File: src/rtl/write_controller_pkg.sv
// Shared types for the UART register bridge: packet layout, write FSM states,
// destination constants and the saturating error-count helper.
package write_controller_pkg;

    localparam logic [7:0] WRITE_DEST_DEFAULT = 8'h01;
    localparam logic [7:0] READ_DEST_DEFAULT  = 8'h02;

    typedef struct packed {
        logic [7:0] Source;
        logic [7:0] Destination;
        logic [7:0] Length;
        logic       SoP;
        logic       EoP;
        logic       Valid;
        logic [7:0] Data;
    } UART_PACKET;

    typedef enum logic [2:0] {
        IDLE,
        GET_DATA,
        WRITE,
        SEND_ACK,
        DISCARD
    } WRITE_STATE;

    function automatic logic [7:0] sat_add(input logic [7:0] a, input logic [1:0] inc);
        logic [8:0] s;
        s = {1'b0, a} + {7'b0, inc};
        return s[8] ? 8'hFF : s[7:0];
    endfunction

endpackage

File: src/rtl/write_controller_if.sv
// Bus bundle between the write controller (master) and the packet/register
// environment (slave): rx stream in, ack stream out, register write port out.
interface write_controller_if
    import write_controller_pkg::*;
#(
    parameter int DATA_LENGTH = 4
);
    UART_PACKET                 ipRxStream;
    logic                       ipTxReady;
    UART_PACKET                 opTxStream;
    logic [7:0]                 opWrAddress;
    logic [DATA_LENGTH*8-1:0]   opWrData;
    logic                       opWrEnable;
    logic [7:0]                 opErrorCount;

    modport master (
        input  ipRxStream,
        input  ipTxReady,
        output opTxStream,
        output opWrAddress,
        output opWrData,
        output opWrEnable,
        output opErrorCount
    );

    modport slave (
        output ipRxStream,
        output ipTxReady,
        input  opTxStream,
        input  opWrAddress,
        input  opWrData,
        input  opWrEnable,
        input  opErrorCount
    );
endinterface

File: src/rtl/write_controller.sv
// Register-write endpoint: assembles address + big-endian word from write packets
// and strobes the register file. Define WRITE_CONTROLLER_ACK_EN for the ack packet.
module write_controller
    import write_controller_pkg::*;
#(
    parameter int         DATA_LENGTH = 4,
    parameter logic [7:0] WRITE_DEST  = WRITE_DEST_DEFAULT
) (
    input  logic              ipClk,
    input  logic              ipReset,
    write_controller_if.master bus
);

    localparam int W     = DATA_LENGTH * 8;
    localparam int CNT_W = $clog2(DATA_LENGTH + 1);
    localparam logic [CNT_W-1:0] LAST_IDX = CNT_W'(DATA_LENGTH - 1);

    UART_PACKET rx;
    assign rx = bus.ipRxStream;

    WRITE_STATE       state_q, state_d;
    logic [7:0]       addr_q, addr_d;
    logic [W-1:0]     shift_q, shift_d;
    logic [CNT_W-1:0] cnt_q, cnt_d;
    logic [7:0]       wr_addr_q, wr_addr_d;
    logic [W-1:0]     wr_data_q, wr_data_d;
    logic             wr_en_q, wr_en_d;
    logic [7:0]       err_q, err_d;
    logic [1:0]       err_inc;
    logic             take_hdr;
    logic             dest_match, hdr_match, len_ok;
`ifdef WRITE_CONTROLLER_ACK_EN
    logic [7:0]       src_q, src_d;
    UART_PACKET       tx_q, tx_d;
`endif

    assign dest_match = (rx.Destination == WRITE_DEST);
    assign hdr_match  = rx.Valid && rx.SoP && dest_match;
    assign len_ok     = (rx.Length == 8'(DATA_LENGTH + 1));

    always_comb begin
        state_d   = state_q;
        addr_d    = addr_q;
        shift_d   = shift_q;
        cnt_d     = cnt_q;
        wr_addr_d = wr_addr_q;
        wr_data_d = wr_data_q;
        wr_en_d   = 1'b0;
        err_inc   = 2'd0;
        take_hdr  = 1'b0;
`ifdef WRITE_CONTROLLER_ACK_EN
        src_d     = src_q;
        tx_d      = tx_q;
`endif
        case (state_q)
            IDLE: take_hdr = hdr_match;
            GET_DATA: begin
                if (rx.Valid) begin
                    if (rx.SoP) begin
                        // A new start mid-packet kills the current one; a matching one restarts.
                        err_inc = 2'd1;
                        if (dest_match) take_hdr = 1'b1;
                        else            state_d  = rx.EoP ? IDLE : DISCARD;
                    end else begin
                        shift_d = {shift_q[W-9:0], rx.Data};
                        cnt_d   = cnt_q + 1'b1;
                        if (cnt_q == LAST_IDX) begin
                            if (rx.EoP) begin
                                state_d   = WRITE;
                                wr_en_d   = 1'b1;
                                wr_addr_d = addr_q;
                                wr_data_d = shift_d;
                            end else begin
                                err_inc = 2'd1;
                                state_d = DISCARD;
                            end
                        end else if (rx.EoP) begin
                            err_inc = 2'd1;
                            state_d = IDLE;
                        end
                    end
                end
            end
`ifdef WRITE_CONTROLLER_ACK_EN
            WRITE: begin
                state_d = SEND_ACK;
                tx_d    = '{Source: WRITE_DEST, Destination: src_q, Length: 8'd1,
                            SoP: 1'b1, EoP: 1'b1, Valid: 1'b1, Data: wr_addr_q};
                if (hdr_match) err_inc = 2'd1;
            end
            SEND_ACK: begin
                if (hdr_match) err_inc = 2'd1;
                if (bus.ipTxReady) begin
                    tx_d    = '0;
                    state_d = IDLE;
                end
            end
`else
            // With no ack to send, the strobe cycle doubles as IDLE so packets can abut.
            WRITE: begin
                state_d  = IDLE;
                take_hdr = hdr_match;
            end
`endif
            DISCARD: if (rx.Valid && rx.EoP) state_d = IDLE;
            default: state_d = IDLE;
        endcase

        if (take_hdr) begin
            if (len_ok) begin
                addr_d  = rx.Data;
                cnt_d   = '0;
                state_d = GET_DATA;
`ifdef WRITE_CONTROLLER_ACK_EN
                src_d   = rx.Source;
`endif
            end else begin
                err_inc = err_inc + 2'd1;
                state_d = rx.EoP ? IDLE : DISCARD;
            end
        end

        err_d = sat_add(err_q, err_inc);
    end

    always_ff @(posedge ipClk) begin
        addr_q  <= addr_d;
        shift_q <= shift_d;
`ifdef WRITE_CONTROLLER_ACK_EN
        src_q   <= src_d;
`endif
        if (ipReset) begin
            state_q   <= IDLE;
            cnt_q     <= '0;
            wr_addr_q <= '0;
            wr_data_q <= '0;
            wr_en_q   <= 1'b0;
            err_q     <= '0;
`ifdef WRITE_CONTROLLER_ACK_EN
            tx_q      <= '0;
`endif
        end else begin
            state_q   <= state_d;
            cnt_q     <= cnt_d;
            wr_addr_q <= wr_addr_d;
            wr_data_q <= wr_data_d;
            wr_en_q   <= wr_en_d;
            err_q     <= err_d;
`ifdef WRITE_CONTROLLER_ACK_EN
            tx_q      <= tx_d;
`endif
        end
    end

    assign bus.opWrAddress  = wr_addr_q;
    assign bus.opWrData     = wr_data_q;
    assign bus.opWrEnable   = wr_en_q;
    assign bus.opErrorCount = err_q;
`ifdef WRITE_CONTROLLER_ACK_EN
    assign bus.opTxStream   = tx_q;
`else
    assign bus.opTxStream   = '0;
    logic unused_sink;
    assign unused_sink = ^{bus.ipTxReady, rx.Source};
`endif

endmodule

File: src/flat_wrapper.sv
// flat-port wrapper written by rule: the top's interface ports become plain ports
module write_controller_flat import write_controller_pkg::*;
#(
    parameter int         DATA_LENGTH = 4,
    parameter logic [7:0] WRITE_DEST  = WRITE_DEST_DEFAULT
)
  (ipClk, ipReset, bus_ipRxStream, bus_ipTxReady, bus_opTxStream, bus_opWrAddress, bus_opWrData, bus_opWrEnable, bus_opErrorCount);
  write_controller_if #(.DATA_LENGTH(DATA_LENGTH)) bus_i ();
  input  logic ipClk;
  input  logic ipReset;
  input wire logic [$bits(bus_i.ipRxStream)-1:0] bus_ipRxStream;
  input wire logic [$bits(bus_i.ipTxReady)-1:0] bus_ipTxReady;
  output wire logic [$bits(bus_i.opTxStream)-1:0] bus_opTxStream;
  output wire logic [$bits(bus_i.opWrAddress)-1:0] bus_opWrAddress;
  output wire logic [$bits(bus_i.opWrData)-1:0] bus_opWrData;
  output wire logic [$bits(bus_i.opWrEnable)-1:0] bus_opWrEnable;
  output wire logic [$bits(bus_i.opErrorCount)-1:0] bus_opErrorCount;
  assign bus_i.ipRxStream = bus_ipRxStream;
  assign bus_i.ipTxReady = bus_ipTxReady;
  assign bus_opTxStream = bus_i.opTxStream;
  assign bus_opWrAddress = bus_i.opWrAddress;
  assign bus_opWrData = bus_i.opWrData;
  assign bus_opWrEnable = bus_i.opWrEnable;
  assign bus_opErrorCount = bus_i.opErrorCount;
  write_controller #(.DATA_LENGTH(DATA_LENGTH), .WRITE_DEST(WRITE_DEST)) u_core (.ipClk(ipClk), .ipReset(ipReset), .bus(bus_i));
endmodule
File: config.mk
export PLATFORM = sky130hd
export DESIGN_NAME = write_controller_flat
export DESIGN_NICKNAME = d
export VERILOG_FILES = /design/src/rtl/write_controller_pkg.sv /design/src/rtl/write_controller_if.sv /design/src/rtl/write_controller.sv /design/src/flat_wrapper.sv
export SDC_FILE = /design/constraint.sdc
export NUM_CORES = 1
export LEC_CHECK = 0
export ABC_AREA = 0
export CELL_PAD_IN_SITES_DETAIL_PLACEMENT = 1
export CELL_PAD_IN_SITES_GLOBAL_PLACEMENT = 2
export CORE_MARGIN = 1
export CORE_UTILIZATION = 29
export DETAILED_ROUTE_END_ITERATION = 10
export PLACE_DENSITY_LB_ADDON = 0.1
export REMOVE_ABC_BUFFERS = 1
export SYNTH_ARGS = -nofsm -noshare
export SYNTH_HDL_FRONTEND = slang
export SYNTH_SLANG_ARGS = --single-unit
File: constraint.sdc
create_clock -name ipClk -period 7.5 [get_ports ipClk]
set_clock_uncertainty 0.1 [all_clocks]
set_input_delay 1.125 -clock ipClk [delete_from_list [all_inputs] [get_ports ipClk]]
set_output_delay 1.125 -clock ipClk [all_outputs]
set_load 0.02 [all_outputs]
Yosys cells after proc, flatten, opt, wreduce, memory -nomap -nowiden
Cells that the tools add are included.
- register bits: 87
- latch bits: 0
- memory bits (writable): 0
- bits in read-only memories: 0
- input port bits: 38
- output and inout port bits: 84
- word-level logic and storage cells: 66
- memories: 0
- add/sub/neg operators: 3
- multiply operators: 0
- divide/modulo/power cells: 0
- order comparisons: 0
- eq/ne operators: 11
- shifts and indexed selects: 0
- mux-type cells: 30
- bitwise gates (word level): 4
- reductions and logical operators: 10
- operators by type and width (operator ; number):
    two-way mux 3 bit ; 15
    two-way mux 2 bit ; 6
    AND reduction 5 bit ; 2
    adder 8 x 2 -> 9 bit ; 1
    case mux 3 bit (3 select lines) ; 1
    == test 8 x 1 -> 1 bit (second input constant) ; 1
    == test 8 x 3 -> 1 bit (second input constant) ; 1
    two-way mux 8 bit ; 1
    == test 3 x 2 -> 1 bit (second input constant) ; 2
    two-way mux 1 bit ; 6
    inequality test 5 x 3 -> 1 bit (second input constant) ; 1
    OR reduction 5 bit ; 1
    inequality test 4 x 3 -> 1 bit (second input constant) ; 1
    NOT 1 bit ; 4
    adder 3 x 1 -> 3 bit (second input constant) ; 1
    == test 3 x 1 -> 1 bit (second input constant) ; 1
    == test 3 bit (second input constant) ; 1
    logical AND 1 bit ; 3
    zero test 3 bit ; 1
    inequality test 3 x 1 -> 1 bit (second input constant) ; 1
    inequality test 3 x 2 -> 1 bit (second input constant) ; 1
    AND reduction 3 bit ; 1
    adder 2 x 1 -> 2 bit (second input constant) ; 1
    inequality test 2 x 1 -> 1 bit (second input constant) ; 1
    3 further kinds ; 3

Longest topological paths before layout
Gate-level depths: netlist (run 1).
- depth after elaboration: 10
- gate-level depth with buffers: 13

Worst setup path before layout (run 1)
OpenSTA, ideal clock, no wires.
- path type: input-to-reg
- start point: input bus_ipRxStream[16]
- end point: register u_core.err_q[0] (netlist: u_core.bus.opErrorCount[0])
- library setup time: 0.071 ns
- arrival: 3.197 ns
- required time: 7.329 ns
- setup slack: 4.132 ns
- stages on the path: 11
- cell sequence: nor4_1 nand2_1 ha_1 mux2_2 ha_1 inv_1 fa_1 nand3b_1 nor2_1 nand3_1 a21oi_1
- longest elaborated chain between the ends: 5
- RTL lines (element ; RTL line ; RTL):
    from (decl) ; flat_wrapper.sv:11 ; input wire logic [$bits(bus_i.ipRxStream)-1:0] bus_ipRxStream;
    == test 8 x 3 -> 1 bit ; write_controller.sv:39 ; assign len_ok = (rx.Length == 8'(DATA_LENGTH + 1));
    two-way mux 2 bit ; write_controller.sv:110 ; if (len_ok) begin
    two-way mux 2 bit ; write_controller.sv:109 ; if (take_hdr) begin
    adder 8 x 2 -> 9 bit ; write_controller_pkg.sv:28 ; s = {1'b0, a} + {7'b0, inc};
    two-way mux 8 bit ; write_controller_pkg.sv:29 ; return s[8] ? 8'hFF : s[7:0];
    to (signal assigned) ; write_controller.sv:148 ; err_q <= err_d;
    to (decl) ; write_controller.sv:28 ; logic [7:0] err_q, err_d;
No other way between the ends.
A chain may end at the register's enable or synchronous reset.

Worst setup path after layout (run 1)
- start point: input bus_ipRxStream[9]
- end point: register u_core.err_q[1] (netlist: u_core.bus.opErrorCount[1])
- longest elaborated chain between the ends: 10
- elaborated cells between the ends (all ways): 11
- classes of those cells: add/sub: 2; mux: 9
- RTL lines (element ; RTL line ; RTL):
    two-way mux 1 bit (on tied branches) ; write_controller.sv:77, write_controller.sv:68 ;
    two-way mux 2 bit * ; write_controller.sv:67 ; if (cnt_q == LAST_IDX) begin
    two-way mux 2 bit * ; write_controller.sv:59 ; if (rx.SoP) begin
    two-way mux 2 bit * ; write_controller.sv:58 ; if (rx.Valid) begin
    two-way mux 2 bit * ; write_controller.sv:55 ; case (state_q)
    adder 2 x 1 -> 2 bit ; write_controller.sv:118 ; err_inc = err_inc + 2'd1;
    two-way mux 2 bit ; write_controller.sv:110 ;
    two-way mux 2 bit * ; write_controller.sv:109 ;
    adder 8 x 2 -> 9 bit * ; write_controller_pkg.sv:28 ;
    two-way mux 8 bit * ; write_controller_pkg.sv:29 ;
Mark *: on every way between the ends. The rest lies on a longest branch, timed or not.

==> reports/metrics.yaml, run 1 <==
hold_class: "reg -> reg"
cp-start-kind: "input pin"
postCtsSetupBuffers: 0
use_met3_pct: 4.41
regToRegEndpoint: "u_core.bus.opErrorCount[1]"
power.total_w: 0.000960
worstHoldPathCells: 0
final_core_util_pct: 39.2
numCtsBuffers: 9
cts_sinks: 87
endpoint_kind: "flop"
hpwlAfterDp_um: 5010
reg2reg_slack_ns: 4.21
fin_crit_ns: 4.03
cts_repair_resize_count: 0
crit_fanout: 7
cts_htree_levels: 3
grt_pass1_wl_um: 12600
yosysWarnings: 0
tightest_slew_ns: 0.989
slew_viol_final: 0
die-area_um2: 12400
hold_path_startpoint: "u_core.shift_q[8]"
crit_arrival_ns: 4.19
powerDensity_nw_per_um2: 212
crit_top_cell: "ha_1"
wl_um: 7670
drt_pre_antenna_iters: 7
die_w_um: 112
synth.distinct_cells: 38
slowest_delay_ns: 0.60
grt_util_met1_pct: 15.0
setup_violations: 0
avgSynthCellArea_um2: 10.1
vias_per_cell: 4.48
synth_ff_type: "dfxtp_1"
grt_max_degree: 52
final_cell_area_um2: 4530
synthesis.area_um2: 3480
path_clk_slew_ns: 0.06
seq_area_frac_synth_pct: 59.3
fin_crit_sh_pct: 53.7
rr_startpoint: "u_core.cnt_q[0]"
grt_util_all_layers_pct: 13.1
ctsRootBufferMaster: "clkbuf_16"
place_area_um2: 4240
core_um2: 11600
hold_buffers: 0
drc: 9
place_congestion: 0.665
cap_violations: 0
setup_tns_ns: 0
p_leak_nw: 1.57
reg2reg_depth: 13
timing.critical_path.slowest_stage_cell: "clkdlybuf4s50_1"
ctsLongestPathBuffers: 2
grt-busiest-layer: "met2"
critPathKind: "in -> reg"
synth_edf_count: 32
synthArstFlopShare_pct: 0
ant_nets: 0
fmax_mhz: 248
antenna_found_initial: 0
clk_latency_ns: 0.33
crit_start: "bus_ipRxStream[9]"
grt_pass1_vias: 2574
wl_per_cell_um: 13.5
port_buffers: 77
die_h_um: 112
rsz0062_at_grt: "false"
cp.required_ns: 7.66
use_met2_pct: 22.9
violations: "DRC"
synthCells: 346
ios: 122
drt_iter0_drc: 119
start_util_pct: 30.1
finalNetCount: 465
grt-ovfl-total: 0
drive_gt1_share_pct: 5.42
rows: 39
diodes: 0
synth-seq-cells: 87
irDropWorstVdd_uv: 105
crit_chain: "clkdlybuf4s50_1 -> inv_1 -> ha_1 -> a21oi_1 -> ha_1 -> mux2_2 -> ha_1 -> inv_1 -> fa_1 -> nand3b_1 -> nor2_1 -> nand3_1 -> a21oi_1"
slew_headroom_pct: 33.9
hold_end: "u_core.shift_q[16]"
hold_viol_final: 0
status: "complete, but fails checks"
cts_tree: "done"
vias: 2542
area_delta_synth_final_pct: 30.3
metal layers:
metal / up-vias / share of wire (%)
met5: - / 0
met4: 0 / 1.3
met3: 9 / 6.2
met2: 83 / 49
met1: 1206 / 44
li1: 1244 / -
synthesized netlist by cell type (3+ instances only):
master / number / area share, %
xnor2_1: 3 / 0.76
nor3_1: 4 / 0.58
nor2_1: 13 / 1.4
edfxtp_1: 32 / 28
buf_2: 8 / 1.2
nand2_1: 85 / 9.2
dfxtp_1: 55 / 32
buf_4: 35 / 7.6
ha_1: 7 / 2.5
a21oi_1: 50 / 7.2
inv_1: 7 / 0.76
a211oi_1: 4 / 0.86
clkbuf_1: 6 / 0.65
nand3_1: 6 / 0.86
per-stage QoR:
step | hold slack, ns | instances | setup slack (ns)
CTS | 0.350 | 567 | 3.42
global placement | 0.331 | 551 | 3.15
floorplan | 0.326 | 330 | 4.13
detailed placement | 0.336 | 551 | 3.07
global route | 0.357 | 567 | 3.22
finish | 0.347 | 567 | 3.47
power breakdown:
| part | internal (W) | leakage [nW] | total [W] | switching, W |
|---|---|---|---|---|
| Clock | 0.000245 | 0.144 | 0.000431 | 0.000186 |
| Sequential | 0.000487 | 0.730 | 0.000487 | 0.00000000931 |
| Combinational | 0.0000148 | 0.695 | 0.0000421 | 0.0000274 |
| Total | 0.000747 | 1.57 | 0.000960 | 0.000213 |
how the worst max path moves through the flow:
| stage | to | slack (ns) | cells after the start |
|---|---|---|---|
| floorplan | u_core.bus.opErrorCount[0] | 4.13 | 11 |
| global placement | u_core.bus.opErrorCount[0] | 3.15 | 13 |
| detailed placement | u_core.bus.opErrorCount[1] | 3.07 | 13 |
| CTS | u_core.bus.opErrorCount[1] | 3.42 | 13 |
| global route | u_core.bus.opErrorCount[3] | 3.22 | 13 |
| finish | u_core.bus.opErrorCount[1] | 3.47 | 13 |
registers in the layout, indices dropped and copies added, names as in the netlist:
signal                   cells
u_core.addr_q                8
u_core.bus.opErrorCount      8
u_core.bus.opWrAddress       8
u_core.bus.opWrData         32
u_core.bus.opWrEnable        1
u_core.cnt_q                 3
u_core.shift_q              24
u_core.state_q               3
critical path: cells and delay by family:
| family | cells | cell delay, ns |
|---|---|---|
| compound gates | 2 | 0.43 |
| fa+ha+maj | 4 | 1.01 |
| mux | 1 | 0.14 |
| buf+inv | 3 | 0.76 |
| simple gates | 3 | 0.72 |
cell usage in the layout (no fill, tap or decap), types with 4 or more instances in the layout:
cell / count
clkbuf_16: 10
dfxtp_1: 55
edfxtp_1: 32
nand3_1: 6
ha_1: 7
a21oi_1: 50
inv_1: 7
conb_1: 35
clkdlybuf4s50_1: 76
nand2_1: 84
nor2_1: 12
nor3_1: 4
a211oi_1: 4
cell families after synthesis:
group	count (synthesis)	synth area share (%)
buffers and inverters	58	10.4
adders and majority gates	8	3.09
and+or+nand+nor	125	15.8
DFF	87	59.3
muxes	2	0.611
xor gates and xnor gates	5	1.26
other	1	0.108
AOI/OAI and AO/OA	60	9.53
cell type report:
type                       count  area (um^2)
timing repair buffer          78          773
clock inverter                 6         43.8
inverter                       8         30.0
sequential                    87         2060
multi-input combinational    235         1200
fill                        1339         7030
clock buffer                  10          250
tap                          143          179
Note: power is estimated with default switching activity, not from simulation.
==> inputs of run 2 (changes only) <==
--- a/config.mk
+++ b/config.mk
@@ -9,7 +9,7 @@
 export CELL_PAD_IN_SITES_DETAIL_PLACEMENT = 1
 export CELL_PAD_IN_SITES_GLOBAL_PLACEMENT = 2
 export CORE_MARGIN = 1
-export CORE_UTILIZATION = 29
+export CORE_UTILIZATION = 24
 export DETAILED_ROUTE_END_ITERATION = 10
 export PLACE_DENSITY_LB_ADDON = 0.1
 export REMOVE_ABC_BUFFERS = 1
==> constraint.sdc (replaced) <==
create_clock -name ipClk -period 3.57 [get_ports ipClk]
set_clock_uncertainty 0.1 [all_clocks]
set_input_delay 0.5355 -clock ipClk [delete_from_list [all_inputs] [get_ports ipClk]]
set_output_delay 0.5355 -clock ipClk [all_outputs]
set_load 0.02 [all_outputs]
==> run 2 against run 1 <==
Compared with the run above: the run now ends clean; register-to-register slack got worse by 3.9 ns; sequential share of layout area decreased by 0.81 points; critical path depth decreased by 1; core utilization decreased by 6.2 points; wire length increased by 5.2%; non-clock buffer count increased by 8; hold slack improved by 0.0017 ns; critical path type unchanged.
==> reports/metrics.yaml, run 2 (synthesis gave the netlist of run 1 again) <==
vias: 2546  # +0.16%
tightest_slew_ns: 0.880  # -0.110 ns
drive_gt1_share_pct: 6.48  # +1.1 points
grt-ovfl-total: 0  # unchanged
powerDensity_nw_per_um2: 431  # +100%
p_clk_share_pct: 44.0  # -0.9 points
hold_viol_final: 0  # unchanged
p_leak_nw: 1.59  # +1.3%
hold_class: "reg -> reg"
drt_iter0_drc: 69  # -42%
numCtsBuffers: 9  # unchanged
place_congestion: 0.728  # +9.5%
wl_um: 8070  # +5.2%
seq_power_share_pct: 51.4  # +0.7 points
place_area_um2: 4350  # +2.5%
ctsLongestPathBuffers: 2  # unchanged
final_cell_mix: "84 x nand2_1, 76 x clkdlybuf4s50_1, 55 x dfxtp_1"
antenna_found_initial: 0  # unchanged
die_w_um: 122  # +9.7%
slowest_delay_ns: 0.57  # -0.03 ns
drc: 0  # -9
grt_max_degree: 42  # -19%
diodes: 0  # unchanged
fin_crit_sh_pct: 90.9
endpoint_kind: "flop"
rows: 43  # +10%
grt_pass1_vias: 2596  # +0.85%
finalNetCount: 473  # +1.7%
cpLargestDelayFamily: "simple AND/OR/NAND/NOR gates"
status: "completed"
cap_violations: 0  # unchanged
final_cell_area_um2: 4620  # +1.8%
p_comb_share_pct: 4.6  # +0.2 points
p_sw_w: 0.000443  # +110%
crit_fanout: 6  # -1
vias_per_cell: 4.16  # -7.2%
cp_num_buf_inv: 3  # unchanged
ctsRootBufferMaster: "clkbuf_16"
reg2reg_depth: 13  # unchanged
hold_buffers: 0  # unchanged
cts_htree_levels: 3  # unchanged
grt_util_all_layers_pct: 11.6  # -1.5 points
clk_latency_ns: 0.34  # about the same
cp-start-kind: "input pin"
crit_arrival_ns: 3.40  # -0.79 ns
path_clk_slew_ns: 0.06  # about the same
largest_reg_flops: 32  # unchanged
crit_chain: "clkdlybuf4s50_1 -> inv_2 -> a211oi_1 -> nand3_1 -> mux2_2 -> ha_1 -> inv_1 -> fa_1 -> nand3b_1 -> nor2_1 -> nand3_1 -> a21oi_1"
drt_pre_antenna_iters: 4  # -3
cp_num_cells: 12  # -1
worstHoldPathCells: 0  # unchanged
die-area_um2: 15000  # +20%
cts_sinks: 87  # unchanged
fin_crit_ns: 3.24
grt_pass1_wl_um: 13000  # +3.2%
postCtsSetupBuffers: 0  # unchanged
die_h_um: 122  # +9.7%
cts_tree: "done"
start_util_pct: 24.9  # -5.2 points
setup_violations: 0  # unchanged
timing.critical_path.slowest_stage_cell: "clkdlybuf4s50_1"
wl_per_cell_um: 13.2  # -2.5%
slew_headroom_pct: 41.2  # +7.3 points
cp.required_ns: 3.73  # -3.93 ns
core_um2: 14000  # +21%
power.share.switching_pct: 22.3  # +0.086 points
hpwlAfterDp_um: 5280  # +5.5%
crit_top_cell: "nand3_1"
critPathKind: "in -> reg"
rsz0062_at_grt: "false"
irDropWorstVdd_uv: 258  # +150%
ios: 122  # unchanged
final_common_cell: "nand2_1"
fmax_mhz: 308
ant_nets: 0  # unchanged
dp_slack_ns: -0.00661  # -3.07 ns
area_delta_synth_final_pct: 32.7
slew_viol_final: 0  # unchanged
port_buffers: 77  # unchanged
intPower_w: 0.00155  # +110%
layout_setup_ws_ns: 0.325  # -3.15 ns
cts_repair_resize_count: 0  # unchanged
run 2: final cells by class:
class,instances,area (um^2)
Clock inverter,3,20.0
Timing Repair Buffer,86,833
Tap cell,180,225
Clock buffer,13,250
Multi-Input combinational cell,235,1200
Sequential cell,87,2060
Fill cell,1585,9370
Inverter,8,30.0
run 2: power by group through the flow:
stage                     registers, W  logic [W]  clock network (W)
final                          0.00102  0.0000916           0.000874
after global routing           0.00102   0.000100           0.000948
after CTS                      0.00102  0.0000927           0.000911
after detailed placement       0.00105  0.0000925                  0
after global placement         0.00105  0.0000918                  0
after floorplan                0.00105  0.0000399                  0
run 2: metrics by stage:
| step | setup TNS, ns | hold WS (ns) | power, W | instances | util (%) |
|---|---|---|---|---|---|
| 3_5_place_dp | -0.00742 | 0.334 | 0.00114 | 596 | 31.1 |
| 3_3_place_gp | 0 | 0.331 | 0.00114 | 596 | 31.1 |
| 2_1_floorplan | 0 | 0.326 | 0.00109 | 330 | - |
| 4_1_cts | 0 | 0.349 | 0.00203 | 612 | 33.0 |
| 6_report | 0 | 0.349 | 0.00199 | 612 | 33.0 |
| 5_1_grt | 0 | 0.355 | 0.00207 | 612 | 33.0 |
run 2: path summary, 6_finish.rpt:
path | start | to | slack [ns]
setup / recovery | bus_ipRxStream[8] | u_core.bus.opErrorCount[1] | 0.33
hold / removal | u_core.shift_q[9] | u_core.shift_q[17] | 0.35
setup reg to reg | u_core.cnt_q[0] | u_core.bus.opErrorCount[1] | 0.35
hold reg to reg | u_core.shift_q[9] | u_core.shift_q[17] | 0.35
run 2: layer usage:
metal / track usage, % / vias up / wire [um]
met5: 0 / - / 0
met4: 3.89 / 0 / 107
met3: 5.07 / 9 / 607
met2: 19.0 / 77 / 3780
met1: 13.6 / 1205 / 3570
li1: - / 1255 / -
